`config.mk`:
```
export PLATFORM = sky130hd
export DESIGN_NAME = seg_scan_ctrl
export DESIGN_NICKNAME = d
export VERILOG_FILES = /design/src/rtl/seg_scan_ctrl.sv
export SDC_FILE = /design/constraint.sdc
export NUM_CORES = 1
export LEC_CHECK = 0
export BUFFER_PORTS_ARGS = -buffer_cell sky130_fd_sc_hd__buf_4
export CAP_MARGIN = 10
export CORE_MARGIN = 2
export CORE_UTILIZATION = 45
export CTS_CLUSTER_DIAMETER = 80
export CTS_CLUSTER_SIZE = 16
export DETAILED_ROUTE_END_ITERATION = 8
export GPL_TIMING_DRIVEN = 0
export PLACE_DENSITY = 0.74
export SYNTH_ARGS = -nofsm -noshare
export SYNTH_HDL_FRONTEND = slang
export SYNTH_SLANG_ARGS = --single-unit
```
`constraint.sdc`:
```
create_clock -name clk -period 3.76 [get_ports clk]
set_input_delay 0.188 -clock clk [delete_from_list [all_inputs] [get_ports clk]]
set_output_delay 0.188 -clock clk [all_outputs]
set_load 0.01 [all_outputs]
```
`src/rtl/seg_scan_ctrl.sv`:
```
// Time-multiplexed scan controller for an 8-digit common-anode seven-segment display.
// Ports:
//   clk, rst       rising-edge clock, synchronous active-high reset
//   run            1 = scan enabled, 0 = display dark
//   digit_data     packed hex digits, digit i = digit_data[4i+3:4i]
//   digit_mask     1 = digit i kept dark
//   dp_in          1 = decimal point lit on digit i
//   sel            digit index to the 3-to-8 decoder
//   en_n           decoder enable, active-low
//   seg_n          {dp,g,f,e,d,c,b,a}, active-low
//   frame_tick     one-cycle pulse after the last digit's slot
module seg_scan_ctrl #(
    parameter int unsigned DIV          = 1000,
    parameter int unsigned BLANK_CYCLES = 2,
    parameter int unsigned DIGITS       = 8
) (
    input  logic        clk,
    input  logic        rst,
    input  logic        run,
    input  logic [31:0] digit_data,
    input  logic [7:0]  digit_mask,
    input  logic [7:0]  dp_in,
    output logic [2:0]  sel,
    output logic        en_n,
    output logic [7:0]  seg_n,
    output logic        frame_tick
);

    localparam int unsigned CMAX = (DIV > BLANK_CYCLES) ? DIV : BLANK_CYCLES;
    localparam int unsigned CW   = $clog2(CMAX + 1);

    typedef enum logic [1:0] {IDLE, BLANK, SHOW} state_t;

    state_t          state, state_d;
    logic [CW-1:0]   cnt, cnt_d;
    logic [2:0]      sel_d;
    logic            en_n_d;
    logic [7:0]      seg_n_d;
    logic            tick_d;
    logic [3:0]      nibble;

    // Hex to active-low {g,f,e,d,c,b,a}
    function automatic logic [6:0] seg_decode(input logic [3:0] h);
        logic [6:0] c;
        case (h)
            4'h0: c = 7'h40;
            4'h1: c = 7'h79;
            4'h2: c = 7'h24;
            4'h3: c = 7'h30;
            4'h4: c = 7'h19;
            4'h5: c = 7'h12;
            4'h6: c = 7'h02;
            4'h7: c = 7'h78;
            4'h8: c = 7'h00;
            4'h9: c = 7'h10;
            4'hA: c = 7'h08;
            4'hB: c = 7'h03;
            4'hC: c = 7'h46;
            4'hD: c = 7'h21;
            4'hE: c = 7'h06;
            default: c = 7'h0E;
        endcase
        return c;
    endfunction

    assign nibble = digit_data[{sel, 2'b00} +: 4];

    // Next-state and next-output logic
    always_comb begin
        state_d = state;
        cnt_d   = cnt;
        sel_d   = sel;
        en_n_d  = en_n;
        seg_n_d = seg_n;
        tick_d  = 1'b0;
        case (state)
            IDLE: begin
                en_n_d  = 1'b1;
                seg_n_d = 8'hFF;
                sel_d   = 3'd0;
                cnt_d   = '0;
                if (run) begin
                    state_d = BLANK;
                end
            end
            BLANK: begin
                if (!run) begin
                    state_d = IDLE;
                    en_n_d  = 1'b1;
                    seg_n_d = 8'hFF;
                    sel_d   = 3'd0;
                    cnt_d   = '0;
                end else if (cnt == CW'(BLANK_CYCLES - 1)) begin
                    // Latch the digit once so mid-slot input changes cannot tear it
                    state_d = SHOW;
                    cnt_d   = '0;
                    seg_n_d = {~dp_in[sel], seg_decode(nibble)};
                    en_n_d  = digit_mask[sel];
                end else begin
                    cnt_d = cnt + CW'(1);
                end
            end
            SHOW: begin
                if (!run) begin
                    state_d = IDLE;
                    en_n_d  = 1'b1;
                    seg_n_d = 8'hFF;
                    sel_d   = 3'd0;
                    cnt_d   = '0;
                end else if (cnt == CW'(DIV - 1)) begin
                    state_d = BLANK;
                    cnt_d   = '0;
                    en_n_d  = 1'b1;
                    seg_n_d = 8'hFF;
                    if (sel == 3'(DIGITS - 1)) begin
                        sel_d  = 3'd0;
                        tick_d = 1'b1;
                    end else begin
                        sel_d = sel + 3'd1;
                    end
                end else begin
                    cnt_d = cnt + CW'(1);
                end
            end
            default: begin
                state_d = IDLE;
                en_n_d  = 1'b1;
                seg_n_d = 8'hFF;
                sel_d   = 3'd0;
                cnt_d   = '0;
            end
        endcase
    end

    // State and output registers
    always_ff @(posedge clk) begin
        if (rst) begin
            state      <= IDLE;
            cnt        <= '0;
            sel        <= 3'd0;
            en_n       <= 1'b1;
            seg_n      <= 8'hFF;
            frame_tick <= 1'b0;
        end else begin
            state      <= state_d;
            cnt        <= cnt_d;
            sel        <= sel_d;
            en_n       <= en_n_d;
            seg_n      <= seg_n_d;
            frame_tick <= tick_d;
        end
    end

endmodule
```
==> out/summary.txt <==
FP Rows: 22
CTS tree: built
RSZ-0062 raised after global routing: no
hold path cells: 2
register area share after synthesis: 28.5%
largest net degree at the start of global routing: 15
# H-tree levels: 1
status: finished clean
fin. max-slew vios: 0
die height: 66.5 um
Root Driver: clkbuf_8
Via density: 5.44
initial antenna violation count: 0
IR drop worst, VDD: 0.197 mV
clock sink count: 25
die area: 4420 um2
Antenna Nets Post-Route: 0
Initial Util: 47.3%
Post-CTS Hold Buffers: 0
Clock Skews: 3.30 ps
final setup fails: 0
Max FO, Critical Path: 10
Power, Total: 0.546 mW
Hold Fails Final Rpt: 0
routed length per instance: 14.3 um
number of global-route vias before repair: 1479
area grow syn2layout: 32.5%
Mapped Cells: 169
worst r2r dst: seg_n[0]$_SDFFE_PP1P_
Max-slew headroom: 53.5%
overall routed net length: 4.05 mm
post-CTS setup buffers: 0
I/O pin total: 64
Tcrit/Tclk final: 75.4%
reg2reg path depth: 8
Synth Warn #: 0
CP arrival: 2970 ps
reg2reg setup slack: 930 ps
global-route wire length before repair: 6.82 mm
Min-Delay Endpoint: sel[2]$_SDFFE_PP0P_
TritonCTS buffer count: 3
number of synthesized flops with an enable pin: 0
Port Buffer Count: 62
Post-DP HPWL: 3.29 mm
Syn Std Cell Area: 1760 um2
WS Path Type: register to register
CP peak stage delay: 520 ps
Critical path buffers and inverters: 2
Hold Crit Start: rst
Tightest Pin Transition: 696 ps
DR vias: 1540
Unique masters post-synth: 42
grt ovf: 0
LEAKAGE: 0.999 nW
CP cell instances: buf_6 > mux4_2 > mux2i_1 > inv_1 > ha_1 > or3_1 > o221ai_1 > a2bb2oi_1
Initial DRT Pass Iterations: 4
number of synthesized register bits: 25
Reg-to-Reg Start: sel[1]$_SDFFE_PP0P_
pwr dens: 235 nW/um2
CP endpoint kind: register
WHS: 187 ps
Placed Area: 2280 um2
total track usage: 20.0%
FFs w/ async S/R, synth: 0%
drt initial violations: 130
Critical-path top delay cell: dfxtp_1
Clock Path Buffers: 2
setup TNS: 0 ps
gpl congestion: 0.802
post-layout min period: 2830 ps
Worst-path clk slew: 80 ps
clk_lat worst skew: 260 ps
Mapped Nets: 234
Main synth FF type: dfxtp_1
die width: 66.5 um
Core Region: 3720 um2
f_max: 353 MHz
ant diodes: 0
Hold Path Class: primary input to register
Final Cell Area: 2330 um2
setup ws final: 926 ps
share of layout cells above drive strength 1: 35.7%
DRC viols: 0
Max-cap violations: 0
largest delay contributor family on the critical path: multiplexers
pre-CTS WS: 940 ps
post-CTS sizing: 0
CP required: 3890 ps
fin nets: 301
crit path launch type: register
syn avg cell area: 10.4 um2
synth_stat cells, types with 3 or more instances:
cell type	number	area, um2
and3_1	4	25.0
buf_2	3	15.0
ha_1	14	175
nand4_1	3	18.8
nor2_1	13	48.8
a2bb2oi_1	4	35.0
inv_1	8	30.0
xnor2_1	3	26.3
a21o_1	5	37.5
a21oi_1	9	45.0
nand3_1	10	50.1
mux2i_1	6	60.1
nand2_1	10	37.5
mux4_1	7	184
mux4_2	5	113
o21ai_0	4	20.0
dfxtp_1	25	500
xor2_1	5	43.8
metrics by stage:
stage / utilization [%] / cells
2_1_floorplan: - / 169
3_3_place_gp: 61.4 / 279
3_5_place_dp: 61.4 / 279
4_1_cts: 62.7 / 283
5_1_grt: 62.7 / 283
6_report: 62.7 / 283
area by class of cell:
class	instances	area, um2
Multi-Input combinational cell	129	1180
Tap cell	48	60.1
Clock inverter	1	5.00
Inverter	8	30.0
Buffer	7	41.3
Fill cell	328	1390
Sequential cell	25	500
Clock buffer	3	41.3
Timing Repair Buffer	62	465
how the worst max path moves through the flow:
stage,start,endpoint,slack (ps),cells past startpoint
floorplan,sel[1]$_SDFFE_PP0P_,seg_n[0]$_SDFFE_PP1P_,1210,8
global placement,sel[1]$_SDFFE_PP0P_,seg_n[0]$_SDFFE_PP1P_,970,8
detailed placement,sel[1]$_SDFFE_PP0P_,seg_n[0]$_SDFFE_PP1P_,940,8
CTS,sel[1]$_SDFFE_PP0P_,seg_n[0]$_SDFFE_PP1P_,940,8
global route,sel[1]$_SDFFE_PP0P_,seg_n[0]$_SDFFE_PP1P_,740,8
finish,sel[1]$_SDFFE_PP0P_,seg_n[0]$_SDFFE_PP1P_,930,8
worst reg2reg max path, cell delays in order, from the launching register on:
cell and delay, ps:
dfxtp_1 520, buf_6 220, mux4_2 500, mux2i_1 500, inv_1 170, ha_1 240
or3_1 360, o221ai_1 100, a2bb2oi_1 90
layer usage:
metal  part of all wire, %  GRT usage, %  wire (um)
met1                    44          24.8       1800
met4                  0.91          4.08         37
met5                     0             0          0
met3                   3.9          3.89        159
met2                    51          35.9       2050
power breakdown:
group          internal, mW  switching [mW]
sequential            0.268         0.00306
clock                0.0740          0.0804
combinational        0.0709          0.0494
cell families after synthesis:
kind of cell	synth area share (%)
buf+inv	4.06
fa+ha+maj	9.97
flops	28.5
mux	24.6
compound gates	11.9
simple gates	16.1
xor+xnor	4.91
registers in the layout (all words and copies together) (netlist names):
register and cells:
cnt 10, seg_n 8, sel 3, state 2, en_n 1, frame_tick 1
cell usage in the layout (no fill, tap or decap), types with 6 or more instances in the layout:
cell type / instances
nand2_1: 10
ha_1: 14
a21oi_1: 9
dfxtp_1: 25
nor2_1: 13
mux4_1: 7
buf_4: 63
inv_1: 8
nand3_1: 10
mux2i_1: 6
Power figures use the tool's default switching activity.
